==> src/rtl/l1_dcache_responder_if.sv <==
// CPU data-memory port plus the line-wide port towards L2 / physical memory.
// "slave" is the cache side; "master" is the environment (CPU and lower memory).
interface l1_dcache_responder_if #(
  parameter int LINE_W = 128
);
  // CPU side
  logic                  mem_req;
  logic                  we_on_req;
  logic [15:0]           addr;
  logic [LINE_W/8-1:0]   byte_en;
  logic [LINE_W-1:0]     wdata;
  logic                  resp;
  logic [LINE_W-1:0]     rdata;

  // Lower-level memory side
  logic                  pmem_read;
  logic                  pmem_write;
  logic [15:0]           pmem_addr;
  logic [LINE_W-1:0]     pmem_wdata;
  logic [LINE_W-1:0]     pmem_rdata;
  logic                  pmem_resp;

  modport slave (
    input  mem_req, we_on_req, addr, byte_en, wdata, pmem_rdata, pmem_resp,
    output resp, rdata, pmem_read, pmem_write, pmem_addr, pmem_wdata
  );

  modport master (
    output mem_req, we_on_req, addr, byte_en, wdata, pmem_rdata, pmem_resp,
    input  resp, rdata, pmem_read, pmem_write, pmem_addr, pmem_wdata
  );
endinterface

==> src/rtl/l1_dcache_responder.sv <==
// Direct-mapped, write-back, write-allocate L1 data cache.
// Hits answer in the request cycle; misses optionally write back the dirty
// victim line, then fill the whole line and let the held request hit.
module l1_dcache_responder #(
  parameter int IDX_W  = 3,
  parameter int LINE_W = 128
) (
  input  logic                    clk,
  input  logic                    reset_n,
  l1_dcache_responder_if.slave    bus
);

  localparam int NUM_SETS  = 2 ** IDX_W;
  localparam int OFF_W     = 4;
  localparam int TAG_W     = 16 - OFF_W - IDX_W;
  localparam int NUM_BYTES = LINE_W / 8;

  typedef enum logic [1:0] {
    IDLE,
    WRITEBACK,
    ALLOCATE
  } state_t;

  state_t state_reg;
  state_t state_next;

  // Line and tag storage are read combinationally so a hit can respond in
  // the same cycle; neither needs a reset because valid_reg gates them.
  logic [LINE_W-1:0] data_mem [NUM_SETS];
  logic [TAG_W-1:0]  tag_mem  [NUM_SETS];
  logic [NUM_SETS-1:0] valid_reg;
  logic [NUM_SETS-1:0] dirty_reg;

  logic [IDX_W-1:0]  idx;
  logic [TAG_W-1:0]  req_tag;
  logic [LINE_W-1:0] line_rd;
  logic [TAG_W-1:0]  tag_rd;
  logic              hit;
  logic              write_hit;
  logic              fill_done;
  logic              wb_done;
  logic [LINE_W-1:0] merged_line;
  logic [OFF_W-1:0]  unused_offset;

  assign idx           = bus.addr[OFF_W +: IDX_W];
  assign req_tag       = bus.addr[15 -: TAG_W];
  assign unused_offset = bus.addr[OFF_W-1:0];
  assign line_rd       = data_mem[idx];
  assign tag_rd        = tag_mem[idx];

  assign hit       = bus.mem_req & valid_reg[idx] & (tag_rd == req_tag);
  assign write_hit = (state_reg == IDLE) & hit & bus.we_on_req;
  assign fill_done = (state_reg == ALLOCATE) & bus.pmem_resp;
  assign wb_done   = (state_reg == WRITEBACK) & bus.pmem_resp;

  // Byte-lane merge of CPU write data into the currently stored line
  generate
    for (genvar gi = 0; gi < NUM_BYTES; gi++) begin : g_byte_merge
      assign merged_line[8*gi +: 8] = bus.byte_en[gi] ? bus.wdata[8*gi +: 8]
                                                      : line_rd[8*gi +: 8];
    end
  endgenerate

  // Line/tag array update: fill installs the whole line, write hit merges bytes
  always_ff @(posedge clk) begin
    if (fill_done) begin
      data_mem[idx] <= bus.pmem_rdata;
      tag_mem[idx]  <= req_tag;
    end else if (write_hit) begin
      data_mem[idx] <= merged_line;
    end
  end

  // Valid/dirty bookkeeping; a write hit marks dirty even with no byte enabled
  always_ff @(posedge clk or negedge reset_n) begin
    if (!reset_n) begin
      valid_reg <= '0;
      dirty_reg <= '0;
    end else if (fill_done) begin
      valid_reg[idx] <= 1'b1;
      dirty_reg[idx] <= 1'b0;
    end else if (wb_done) begin
      dirty_reg[idx] <= 1'b0;
    end else if (write_hit) begin
      dirty_reg[idx] <= 1'b1;
    end
  end

  // State register
  always_ff @(posedge clk or negedge reset_n) begin
    if (!reset_n) begin
      state_reg <= IDLE;
    end else begin
      state_reg <= state_next;
    end
  end

  // Next-state logic; pmem transactions always run to completion
  always_comb begin
    state_next = state_reg;
    case (state_reg)
      IDLE: begin
        if (bus.mem_req && !hit) begin
          state_next = (valid_reg[idx] && dirty_reg[idx]) ? WRITEBACK : ALLOCATE;
        end
      end
      WRITEBACK: begin
        if (bus.pmem_resp) state_next = ALLOCATE;
      end
      ALLOCATE: begin
        if (bus.pmem_resp) state_next = IDLE;
      end
      default: state_next = IDLE;
    endcase
  end

  // Output decode; rdata and victim data always show the indexed line
  always_comb begin
    bus.resp       = 1'b0;
    bus.pmem_read  = 1'b0;
    bus.pmem_write = 1'b0;
    bus.pmem_addr  = {bus.addr[15:OFF_W], {OFF_W{1'b0}}};
    bus.pmem_wdata = line_rd;
    bus.rdata      = line_rd;
    case (state_reg)
      IDLE: begin
        bus.resp = hit;
      end
      WRITEBACK: begin
        bus.pmem_write = 1'b1;
        bus.pmem_addr  = {tag_rd, idx, {OFF_W{1'b0}}};
      end
      ALLOCATE: begin
        bus.pmem_read = 1'b1;
      end
      default: ;
    endcase
  end

endmodule

==> src/flat_wrapper.sv <==
// flat-port wrapper written by rule: the top's interface ports become plain ports
module l1_dcache_responder_flat 
#(
  parameter int IDX_W  = 3,
  parameter int LINE_W = 128
)
  (clk, reset_n, bus_mem_req, bus_we_on_req, bus_addr, bus_byte_en, bus_wdata, bus_pmem_rdata, bus_pmem_resp, bus_resp, bus_rdata, bus_pmem_read, bus_pmem_write, bus_pmem_addr, bus_pmem_wdata);
  l1_dcache_responder_if #(.LINE_W(LINE_W)) bus_i ();
  input  logic clk;
  input  logic reset_n;
  input wire logic [$bits(bus_i.mem_req)-1:0] bus_mem_req;
  input wire logic [$bits(bus_i.we_on_req)-1:0] bus_we_on_req;
  input wire logic [$bits(bus_i.addr)-1:0] bus_addr;
  input wire logic [$bits(bus_i.byte_en)-1:0] bus_byte_en;
  input wire logic [$bits(bus_i.wdata)-1:0] bus_wdata;
  input wire logic [$bits(bus_i.pmem_rdata)-1:0] bus_pmem_rdata;
  input wire logic [$bits(bus_i.pmem_resp)-1:0] bus_pmem_resp;
  output wire logic [$bits(bus_i.resp)-1:0] bus_resp;
  output wire logic [$bits(bus_i.rdata)-1:0] bus_rdata;
  output wire logic [$bits(bus_i.pmem_read)-1:0] bus_pmem_read;
  output wire logic [$bits(bus_i.pmem_write)-1:0] bus_pmem_write;
  output wire logic [$bits(bus_i.pmem_addr)-1:0] bus_pmem_addr;
  output wire logic [$bits(bus_i.pmem_wdata)-1:0] bus_pmem_wdata;
  assign bus_i.mem_req = bus_mem_req;
  assign bus_i.we_on_req = bus_we_on_req;
  assign bus_i.addr = bus_addr;
  assign bus_i.byte_en = bus_byte_en;
  assign bus_i.wdata = bus_wdata;
  assign bus_i.pmem_rdata = bus_pmem_rdata;
  assign bus_i.pmem_resp = bus_pmem_resp;
  assign bus_resp = bus_i.resp;
  assign bus_rdata = bus_i.rdata;
  assign bus_pmem_read = bus_i.pmem_read;
  assign bus_pmem_write = bus_i.pmem_write;
  assign bus_pmem_addr = bus_i.pmem_addr;
  assign bus_pmem_wdata = bus_i.pmem_wdata;
  l1_dcache_responder #(.IDX_W(IDX_W), .LINE_W(LINE_W)) u_core (.clk(clk), .reset_n(reset_n), .bus(bus_i));
endmodule
==> config.mk <==
export PLATFORM = sky130hd
export DESIGN_NAME = l1_dcache_responder_flat
export DESIGN_NICKNAME = d
export VERILOG_FILES = /design/src/rtl/l1_dcache_responder_if.sv /design/src/rtl/l1_dcache_responder.sv /design/src/flat_wrapper.sv
export SDC_FILE = /design/constraint.sdc
export NUM_CORES = 1
export LEC_CHECK = 0
export BUFFER_PORTS_ARGS = -buffer_cell sky130_fd_sc_hd__buf_2
export CAP_MARGIN = 20
export CORE_UTILIZATION = 58
export DETAILED_ROUTE_END_ITERATION = 6
export GPL_TIMING_DRIVEN = 1
export PLACE_DENSITY = 0.8
export SLEW_MARGIN = 40
export SYNTH_ARGS = -nofsm -noshare
export SYNTH_HDL_FRONTEND = slang
export SYNTH_SLANG_ARGS = --single-unit
==> constraint.sdc <==
create_clock -name clk -period 15 [get_ports clk]
set_input_delay 3.75 -clock clk [delete_from_list [all_inputs] [get_ports clk]]
set_output_delay 3.75 -clock clk [all_outputs]
set_load 0.03 [all_outputs]
Yosys cells after proc, flatten, opt, wreduce, memory -nomap -nowiden
Memory sizes are Yosys's and may differ from the RTL's.
Index checks and enable logic that the tools add are counted.
W data, S select, Z words.
{ "totals": {"n_memories": 2, "register_bits": 18, "ram_bits": 1096, "word_cells": 71} }
{ "mem_list": {"columns": ["memory", "depth", "width", "rd", "rd_clocked_by_memory_dff", "wr", "line", "rtl"], "rows": [
  ["u_core.data_mem", 8, 128, 1, 0, 1, "l1_dcache_responder.sv:29", "logic [LINE_W-1:0] data_mem [NUM_SETS];"],
  ["u_core.tag_mem", 8, 9, 1, 0, 1, "l1_dcache_responder.sv:30", "logic [TAG_W-1:0] tag_mem [NUM_SETS];"]
]} }
{ "classes": {"reduce_logical": 7, "mux": 40, "eq_ne": 6, "n_lt_le_gt_ge": 2, "n_bitwise": 11} }
{ "op_table": {"columns": ["operator", "n"], "rows": [
  ["$mux W8", 19],
  ["$mux W128", 1],
  ["$mux W16", 1],
  ["$or A8 B8 Y8", 2],
  ["$mux W1", 11],
  ["$eq A9 B9 Y1", 1],
  ["$and A8 B8 Y8", 1],
  ["$mux W2", 4],
  ["$not A8 Y8", 1],
  ["$and A1 B1 Y1", 6],
  ["$bmux W1 S3", 2],
  ["$ne A2 B2 Y1 const B", 3],
  ["$pmux W2 S3", 1],
  ["$lt A3 B4 Y1 const B", 1],
  ["$demux W1 S3", 1],
  ["$ge A3 B1 Y1 const B", 1],
  ["$logic_and A1 B1 Y1", 3],
  ["$reduce_and A3 Y1", 1],
  ["$reduce_bool A3 Y1", 1],
  ["$eq A2 B1 Y1 const B", 1],
  ["$eq A2 B2 Y1 const B", 1],
  ["$logic_not A2 Y1", 1],
  ["$logic_not A1 Y1", 1],
  ["$or A1 B1 Y1", 1]
]} }

Logic depth before layout (Yosys ltp)
Gate-level depths: netlist (run 1).
{ "logic_depth": {"depth_word": 10, "mapped_depth": 13, "ltp_nobuf": 7} }

Worst setup path after synthesis (run 1)
Ideal clock, no wire load.
{ "synth_path": {"path_type": "input-to-reg", "start": "input port bus_addr[5]", "end": "memory u_core.data_mem[3][0] (enable)", "slack_ps": -894, "arrival_time_ps": 15090, "setup_ps": 804, "required_time_ps": 14196, "path_stages": 11, "path_cell_list": "buf_6 > nor2b_1 > clkbuf_1 > a22oi_1 > o221ai_1 > xor2_1 > or4_4 > or4_1 > buf_4 > buf_2 > a211oi_1"} }
{ "synth_via": {"elab_chain_len": 10} }
{ "synth_rtl": {"columns": ["element", "line", "rtl"], "rows": [
  ["start, declared", "flat_wrapper.sv:13", "input wire logic [$bits(bus_i.addr)-1:0] bus_addr;"],
  ["parallel branches: the longest is 10 deep, another holds $mem_v2 Z8 W9", null, null],
  ["end, declared", "l1_dcache_responder.sv:29", null]
]} }
Parallel ways; which one is timed is not known. The select of a mux whose other input is x is not followed.

Worst setup path after layout (run 1)
{ "layout_path": {"start": "input port bus_addr[4]", "end": "output port bus_resp"} }
{ "layout_via": {"elab_chain_len": 5} }
{ "layout_rtl": {"columns": ["element", "line", "rtl"], "rows": [
  ["parallel branches: the longest is 3 deep, another holds $mem_v2 Z8 W9", null, null],
  ["$and A1 B1 Y1 *", "l1_dcache_responder.sv:51", "assign hit = bus.mem_req & valid_reg[idx] & (tag_rd == req_tag);"],
  ["$mux W1 *", "l1_dcache_responder.sv:125", "case (state_reg)"],
  ["end, declared", "flat_wrapper.sv:18", "output wire logic [$bits(bus_i.resp)-1:0] bus_resp;"]
]} }
Every way passes the cells marked *. The select of a mux whose other input is x is not followed.

==> metrics.yaml, run 1 <==
start_kind: "input port"
cts_setup_buffers: 0
grt_pass1_wl_mm: 172
synth-seq-cells: 1114
yosys.area_share.adder_pct: 0
drt_iter0_drc: 2877
hold_path_depth: 1
wl_per_cell_um: 28.4
antenna_found_initial: 1
skew_ps: 30.5
synth_ff_type: "edfxtp_1"
initial_core_util_pct: 58.6
netlist_area_sq_um: 46300
synth-edff-count: 1096
die_area_sq_um: 80900
final_cell_mix: "1096 x edfxtp_1, 556 x buf_2, 222 x mux2i_1, 188 x mux2_2, 185 x nand2_1"
worstPathRequired_ps: 11250
cpMaxStageDelayCell: "and2_2"
yosys.area_share.xor_xnor_pct: 0.170
synth_top_area_cell: "edfxtp_1"
cp.depth: 9
drive_gt1_share_pct: 34.7
synth_top_family_by_area: "multiplexers"
yosys.area.top_type_share_pct: 71.1
crit_path_end_kind: "output port"
yosysWarnings: 0
rows: 103
die_x_um: 284
rsz0062_at_grt: "false"
final_core_util_pct: 66.4
yosys-top-cells-area: "edfxtp_1 71%, mux4_2 5.5%, mux2i_1 4.8%"
maxSlewHeadroom_pct: 38.9
yosys.area_share.simple_pct: 2.18
max_stage_delay_ps: 890
cts.sinks: 1114
synthArstFlopShare_pct: 1.62
power.density_nw_per_um2: 127
routed_via_density: 6.42
final_common_cell: "edfxtp_1"
vias: 26800
hold_violations: 0
setup_viol: 0
cts_tree: "built"
power.leakage_nw: 18.9
cts.htree.levels: 3
outcome: "complete, no violations"
clkLatencyLatePin_ps: 670
avgSynthCellArea_sq_um: 17.5
critPathBufInv: 3
numCtsBuffers: 104
grt_use_total_pct: 29.1
synth_compound_area_share_pct: 6.05
muxShareOfSynthArea_pct: 15.1
yosysUniqueCellTypes: 46
ys_seq_area_share_pct: 72.1
max_freq_ghz: 0.0888
reg2reg_depth: 10
core_sq_um: 79000
dpl.hpwl_mm: 70.0
grt_pass1_vias: 27300
max_cap_viol_count: 0
worst_slew_pin_slew_ps: 906
cts_hold_buf: 0
finalMaxSlewViolations: 0
port_buffers: 559
place_congestion: 0.807
clock_path_buffers: 3
largest_register_ffs: 1024
detail_route.first_pass.iterations: 6
remaining_drc_errors: 0
path_cells: "clkbuf_8 > buf_4 > and2_2 > nand3_1 > o221ai_1 > xor2_1 > or4_4 > nor3_1 > buf_2"
crit_family: "simple AND/OR/NAND/NOR gates"
min_period_over_period_pct: 75.1
diodes: 0
pre_cts_slack_ps: 3840
ant_nets: 0
io_pins: 568
finalSetupTns_ps: 0
cp.arrival_ps: 7510
nNetsFinal: 3349
path_max_fanout: 52
fin_ws_ps: 3740
wirelength_mm: 119
syn_inst: 2637
gr-total-overflow: 0
cts-root-buf: "clkbuf_16"
max-vdd-ir-drop_mv: 0.0811
hold_path.class: "reg2reg"
cts.clk_slew.worst_paths_ps: 60
fill_cells: 5132
criticalPathCategory: "in2out"
period_needed_ps: 11260
die_y_um: 284
cts_resized: 0
area_growth_pct: 13.4
grt_max_degree: 118
## worst register-to-register path, stage by stage, from the launching register on
cell,delay [ps]
edfxtp_1,370
mux2_4,280
a221oi_2,240
o221ai_1,280
xor2_1,240
or4_4,580
or4_4,690
buf_4,500
a21oi_4,260
buf_4,470
buf_4,770
## where the power goes
group,internal (mW),total [mW],switching [mW],leakage [nW]
logic,0.220,0.708,0.488,7.29
clock network,1.36,2.44,1.08,1.52
registers,3.50,3.52,0.0220,10.1
total,5.08,6.67,1.59,18.9
## path summary, 6_finish.rpt
kind,end,start,slack [ps]
max,bus_resp,bus_addr[4],3740
min,u_core.valid_reg[3],u_core.valid_reg[3],470
max reg2reg,u_core.data_mem[2][116],u_core.tag_mem[1][8],9860
min reg2reg,u_core.valid_reg[3],u_core.valid_reg[3],470
max in group asynchronous,asynchronous set/reset pin,reset_n,11640
min in group asynchronous,u_core.state_reg[1],reset_n,3030
## cell usage after synthesis (all sizes together) (23+ instances only)
library cell / instances
buf: 216
o22ai: 46
nand2: 187
a221oi: 111
mux4: 113
clkbuf: 84
inv: 65
o22a: 23
mux2i: 222
edfxtp: 1096
o221ai: 29
mux2: 198
o21ai: 47
nor2: 28
a22oi: 69
## logic make-up (layout without fill, tap and decap cells)
logic type | Yosys count | after routing
AO/OA/AOI/OAI | 368 | 368
flip-flops | 1114 | 1114
buffers and inverters | 365 | 859
AND/OR/NAND/NOR | 247 | 247
other | 1 | 4
multiplexers | 533 | 533
XOR/XNOR | 9 | 9
## metal layers
| metal | wire length [um] | track usage, % |
|---|---|---|
| met3 | 11300 | 5.06 |
| met1 | 43200 | 37.2 |
| met4 | 4780 | 13.0 |
| met2 | 59600 | 49.1 |
| met5 | 12 | 0 |
## final cells by class
class | count | area [sq um] | area share, %
multi-input combinational | 1161 | 11100 | 21.1
inverter | 65 | 248 | 0.472
timing repair buffer | 610 | 3350 | 6.39
sequential | 1114 | 33400 | 63.6
clock inverter | 47 | 300 | 0.572
clock buffer | 137 | 2810 | 5.36
tap | 1050 | 1310 | 2.50
## metrics by stage
stage | instance area (sq um) | power [mW] | hold WS [ps] | cells
after floorplan | 46300 | 4.08 | 439 | 2640
after global placement | 49100 | 4.26 | 450 | 3991
after detailed placement | 49300 | 4.29 | 454 | 3999
after CTS | 52500 | 6.68 | 468 | 4183
after global routing | 52500 | 6.84 | 477 | 4184
final | 52500 | 6.67 | 471 | 4184
Power figures use the tool's default switching activity.
==> run 2, diff against run 1 <==
==> constraint.sdc (replaced) <==
create_clock -name clk -period 10.47 [get_ports clk]
set_input_delay 2.6175 -clock clk [delete_from_list [all_inputs] [get_ports clk]]
set_output_delay 2.6175 -clock clk [all_outputs]
set_load 0.03 [all_outputs]
==> run 2 against run 1 <==
  * Sequential cell count stayed put
  * Worst setup slack lost 1500 ps
  * Sequential share of layout area fell by 0.50 points
  * Cell area is 0.79% higher
  * Clock-buffer cell count fell by 15
  * Hold slack gained 4.3 ps
  * Die area did not move
  * Sequential power is 43% higher
  * Global-route usage rose by 0.34 points
  * Critical path type unchanged
  * Largest power group unchanged
==> metrics.yaml, run 2 (same netlist as run 1, synthesis figures left out) <==
cts.clk_slew.worst_paths_ps: 60  # about the same
skew_ps: 17.9  # was 30.5 ps
io_pins: 568  # unchanged
grt_pass1_wl_mm: 173  # was 172 mm
port_buffers: 559  # unchanged
criticalPathCategory: "in2out"  # unchanged
numCtsBuffers: 106  # was 104
grt_use_total_pct: 29.5  # was 29.1%
antenna_found_initial: 9  # was 1
vias: 26500  # was 26800
cts_hold_buf: 0  # unchanged
clock_path_buffers: 3  # unchanged
rsz0062_at_grt: "false"  # unchanged
max-vdd-ir-drop_mv: 0.134  # was 0.0811 mV
final_cell_mix: "1096 x edfxtp_1, 556 x buf_2, 222 x mux2i_1, 188 x mux2_2, 185 x nand2_1"  # unchanged
max_freq_ghz: 0.122
die_x_um: 284  # unchanged
max_cap_viol_count: 0  # unchanged
routed_via_density: 6.31  # was 6.42
start_kind: "input port"  # unchanged
setup_viol: 0  # unchanged
die_y_um: 284  # unchanged
crit_path_end_kind: "output port"  # unchanged
worst_slew_pin_slew_ps: 897  # was 906 ps
gr-total-overflow: 0  # unchanged
drive_gt1_share_pct: 35.4  # was 34.7%
hold_violations: 0  # unchanged
seqPwrFrac_pct: 51.5  # was 52.8%
drt_iter0_drc: 2851  # was 2877
outcome: "complete, no violations"  # unchanged
finalMaxSlewViolations: 0  # unchanged
min_period_over_period_pct: 78.5
ant_nets: 0  # unchanged
period_needed_ps: 8220
detail_route.first_pass.iterations: 6  # unchanged
core_sq_um: 79000  # unchanged
cts_setup_buffers: 0  # unchanged
power.leakage_nw: 19.1  # was 18.9 nW
grt_pass1_vias: 26600  # was 27300
wirelength_mm: 120  # was 119 mm
place_congestion: 0.770  # was 0.807
initial_core_util_pct: 58.6  # unchanged
cts-root-buf: "clkbuf_16"  # unchanged
p_int_mw: 7.44  # was 5.08 mW
grt_max_degree: 89  # was 118
finalSetupTns_ps: 0  # unchanged
path_max_fanout: 62  # was 52
cts_tree: "built"  # unchanged
cp.arrival_ps: 5600  # was 7510 ps
cts.sinks: 1114  # unchanged
remaining_drc_errors: 0  # unchanged
largest_register_ffs: 1024  # unchanged
clockPowerShare_pct: 38.1  # was 36.5%
maxSlewHeadroom_pct: 40.2  # was 38.9%
cts_resized: 0  # unchanged
final_core_util_pct: 67.0  # was 66.4%
dpl.hpwl_mm: 68.9  # was 70.0 mm
rows: 103  # unchanged
nNetsFinal: 3349  # unchanged
worstPathRequired_ps: 7850  # was 11250 ps
combPwrFrac_pct: 10.4  # was 10.6%
final_common_cell: "edfxtp_1"  # unchanged
netSwitchingFraction_pct: 24.0  # was 23.8%
clkLatencyLatePin_ps: 670  # about the same
power.density_nw_per_um2: 185  # was 127 nW/um^2
power.switching_mw: 2.35  # was 1.59 mW
wl_per_cell_um: 28.6  # was 28.4 um
area_growth_pct: 14.3  # was 13.4%
die_area_sq_um: 80900  # unchanged
hold_path.class: "reg2reg"  # unchanged
cts.htree.levels: 3  # unchanged
run 2: per-stage QoR:
step / total power, mW / instances / hold slack (ps) / area [sq um] / worst slack [ps]
floorplan: 5.84 / 2640 / 439 / 46300 / 1240
global placement: 6.11 / 3987 / 449 / 49200 / 2120
detailed placement: 6.15 / 3996 / 461 / 49400 / 2140
CTS: 9.81 / 4192 / 476 / 52800 / 2110
global route: 10.0 / 4197 / 488 / 52900 / 2080
finish: 9.79 / 4198 / 476 / 52900 / 2250
run 2: power by group through the flow:
stage	logic, mW	registers [mW]	clock network (mW)
after global routing	1.07	5.05	3.92
after CTS	1.02	5.04	3.75
after detailed placement	1.01	5.14	0
after global placement	0.980	5.13	0
final	1.02	5.04	3.73
after floorplan	0.703	5.14	0
run 2: layout make-up:
class | instances | area (sq um)
repair buffers | 608 | 3490
well taps | 1050 | 1310
flip-flops and latches | 1114 | 33400
clock buffers | 122 | 2760
multi-input cells | 1161 | 11100
inverters | 65 | 249
clock inverters | 74 | 622
diodes | 4 | 10.0
fillers | 5072 | 26100
run 2: worst max-delay path: stages:
cell and delay (ps):
buf_8 470, and2_2 830, nand3_1 180, o221ai_1 200, xor2_1 150, or4_4 570, nor3_1 250, buf_2 260
run 2: worst paths after layout:
path / end / slack, ps / cells past startpoint / from
worst max-delay path: bus_resp / 2250 / 8 / bus_addr[5]
worst min-delay path: u_core.valid_reg[1] / 480 / 1 / u_core.valid_reg[1]
worst max register to register: u_core.data_mem[3][107] / 5690 / 9 / u_core.tag_mem[3][8]
worst min register to register: u_core.valid_reg[1] / 480 / 1 / u_core.valid_reg[1]
max in group asynchronous: u_core.valid_reg[6] / 8280 / 1 / reset_n
min in group asynchronous: asynchronous set/reset pin / 1880 / 1 / reset_n
run 2: routing by layer:
metal	wire, um	track usage (%)	up-vias
met2	59500	49.1	1593
met4	3900	11.2	6
met5	43	0	-
met1	45100	38.7	13500
met3	11400	5.68	206
li1	-	-	11200
==> run 3, diff against run 2 <==
==> constraint.sdc (replaced) <==
create_clock -name clk -period 8.5 [get_ports clk]
set_input_delay 2.125 -clock clk [delete_from_list [all_inputs] [get_ports clk]]
set_output_delay 2.125 -clock clk [all_outputs]
set_load 0.03 [all_outputs]
==> run 3 against run 2 <==
  * The run now ends with DRC left
  * Clock skew is 9.4 ps higher
  * Hold slack worse by 3.9 ps
  * Global-route usage is 0.35 points higher
  * Worst setup slack worse by 1000 ps
  * Register-to-register slack worse by 1500 ps
  * Critical path type unchanged
  * Highest routed layer unchanged
==> metrics.yaml, run 3 (same netlist as run 1, synthesis figures left out) <==
outcome: "finished, violations left"  # was complete, no violations
violations: "DRC"
largest_register_ffs: 1024  # unchanged
drive_gt1_share_pct: 35.0  # was 35.4%
path_max_fanout: 58  # was 62
core_sq_um: 79000  # unchanged
cts-root-buf: "clkbuf_16"  # unchanged
p_int_mw: 9.23  # was 7.44 mW
cts_resized: 0  # unchanged
met3WireLength_mm: 11.4  # about the same
worstPathRequired_ps: 6380  # was 7850 ps
hold_violations: 0  # unchanged
setup_viol: 0  # unchanged
cts.sinks: 1114  # unchanged
hold_path.class: "reg2reg"  # unchanged
die_x_um: 284  # unchanged
pre_cts_slack_ps: 1290  # was 2140 ps
area_growth_pct: 14.1  # was 14.3%
max_stage_delay_ps: 570  # was 830 ps
drt-met1-wl_mm: 44.4  # was 45.1 mm
rows: 103  # unchanged
io_pins: 568  # unchanged
dr_wl_met2_mm: 60.1  # was 59.5 mm
clkLatencyLatePin_ps: 650  # was 670 ps
dpl.hpwl_mm: 68.6  # was 68.9 mm
period_needed_ps: 7260
cpMaxStageDelayCell: "or4_4"  # was and2_2
combPwrFrac_pct: 10.3  # was 10.4%
finalMaxSlewViolations: 0  # unchanged
remaining_drc_errors: 4  # was 0
cts_hold_buf: 0  # unchanged
rrSetupSlack_ps: 4230  # was 5690 ps
reg2reg_depth: 9  # unchanged
power.leakage_nw: 19.0  # was 19.1 nW
start_kind: "input port"  # unchanged
wirelength_mm: 121  # was 120 mm
critPathBufInv: 4  # was 2
final_cell_mix: "1096 x edfxtp_1, 556 x buf_2, 222 x mux2i_1, 188 x mux2_2, 187 x nand2_1"  # was 1096 x edfxtp_1, 556 x buf_2, 222 x mux2i_1, 188 x mux2_2, 185 x nand2_1
place_congestion: 0.778  # was 0.770
cts_setup_buffers: 0  # unchanged
cp.depth: 10  # was 8
fin_area_sq_um: 52800  # was 52900 sq um
rr_startpoint: "u_core.tag_mem[1][8]"  # was u_core.tag_mem[3][8]
numCtsBuffers: 107  # was 106
startpoint: "bus_addr[4]"  # was bus_addr[5]
cts.htree.levels: 3  # unchanged
grt_use_total_pct: 29.8  # was 29.5%
ant_nets: 0  # unchanged
die_y_um: 284  # unchanged
crit_family: "buffers and inverters"  # was simple AND/OR/NAND/NOR gates
antenna_found_initial: 8  # was 9
clock_path_buffers: 3  # unchanged
power.switching_mw: 2.87  # was 2.35 mW
worst_slew_pin_slew_ps: 910  # was 897 ps
clockPowerShare_pct: 38.3  # was 38.1%
crit_end: "bus_resp"  # unchanged
max-vdd-ir-drop_mv: 0.217  # was 0.134 mV
fin_ws_ps: 1240  # was 2250 ps
drt_iter0_drc: 3076  # was 2851
grt_max_degree: 108  # was 89
cts.clk_slew.worst_paths_ps: 60  # about the same
die_area_sq_um: 80900  # unchanged
wl_per_cell_um: 28.8  # was 28.6 um
initial_core_util_pct: 58.6  # unchanged
max_cap_viol_count: 0  # unchanged
routed_via_density: 6.36  # was 6.31
netSwitchingFraction_pct: 23.7  # was 24.0%
gr-total-overflow: 0  # unchanged
finalSetupTns_ps: 0  # unchanged
criticalPathCategory: "in2out"  # unchanged
path_cells: "buf_8 > buf_16 > and2_2 > buf_4 > nand3_1 > o221ai_1 > xor2_1 > or4_4 > nor3_1 > buf_2"  # was buf_8 > and2_2 > nand3_1 > o221ai_1 > xor2_1 > or4_4 > nor3_1 > buf_2
port_buffers: 559  # unchanged
max_freq_ghz: 0.138
vias: 26700  # was 26500
cp.arrival_ps: 5130  # was 5600 ps
skew_ps: 27.3  # was 17.9 ps
cts_tree: "built"  # unchanged
highest_layer: "met5"  # unchanged
rsz0062_at_grt: "false"  # unchanged
detail_route.first_pass.iterations: 7  # was 6
seqPwrFrac_pct: 51.4  # was 51.5%
min_period_over_period_pct: 85.4
grt_pass1_wl_mm: 175  # was 173 mm
power.density_nw_per_um2: 229  # was 185 nW/um^2
maxSlewHeadroom_pct: 39.3  # was 40.2%
final_common_cell: "edfxtp_1"  # unchanged
grt_pass1_vias: 27100  # was 26600
reg2reg_to: "u_core.data_mem[2][61]"  # was u_core.data_mem[3][107]
place_area_sq_um: 49400  # about the same
nNetsFinal: 3348  # was 3349
crit_path_end_kind: "output port"  # unchanged
## run 3: cell count changes in the layout (fill, tap and decap cells not counted), moves of 3 or more
cell and delta:
clkinv_2 -11, buf_6 +4, clkinv_4 +4, buf_8 -3, clkbuf_1 +12, clkinv_1 -5
buf_16 -5
## run 3: area by class of cell
cell class	instances	area, sq um
antenna	2	5.00
clock inverter	58	553
fill	5086	26200
sequential	1114	33400
inverter	65	246
tap	1050	1310
clock buffer	137	2850
multi-input combinational	1161	11100
timing repair buffer	606	3380
## run 3: metal layers
metal  global-route usage (%)  vias up
met5                        0        -
met4                     12.3        6
met3                     5.77      253
met2                     50.0     1657
met1                     38.4    13500
li1                         -    11200
## run 3: worst min path at each step
| stage | start | end | slack [ps] | depth (start not counted) |
|---|---|---|---|---|
| after global placement | u_core.valid_reg[0] | u_core.valid_reg[0] | 450 | 1 |
| after global routing | u_core.valid_reg[5] | u_core.valid_reg[5] | 500 | 1 |
| after CTS | u_core.valid_reg[5] | u_core.valid_reg[5] | 470 | 1 |
| final | u_core.valid_reg[5] | u_core.valid_reg[5] | 470 | 1 |
| after detailed placement | u_core.valid_reg[5] | u_core.valid_reg[5] | 460 | 1 |
| after floorplan | u_core.valid_reg[0] | u_core.valid_reg[0] | 440 | 1 |
## run 3: power by group through the flow
stage | clock [mW] | sequential [mW] | combinational, mW
2_1_floorplan | 0 | 6.33 | 0.865
3_3_place_gp | 0 | 6.32 | 1.21
3_5_place_dp | 0 | 6.33 | 1.25
4_1_cts | 4.67 | 6.21 | 1.25
5_1_grt | 4.87 | 6.22 | 1.32
6_report | 4.64 | 6.21 | 1.25
## run 3: per-stage QoR
| stage | hold WS, ps | total power, mW | util, % | instances |
|---|---|---|---|---|
| 2_1_floorplan | 439 | 7.19 | - | 2640 |
| 3_3_place_gp | 449 | 7.53 | 62.4 | 3994 |
| 3_5_place_dp | 456 | 7.57 | 62.5 | 3995 |
| 4_1_cts | 470 | 12.1 | 66.8 | 4190 |
| 5_1_grt | 496 | 12.4 | 66.8 | 4192 |
| 6_report | 472 | 12.1 | 66.8 | 4193 |
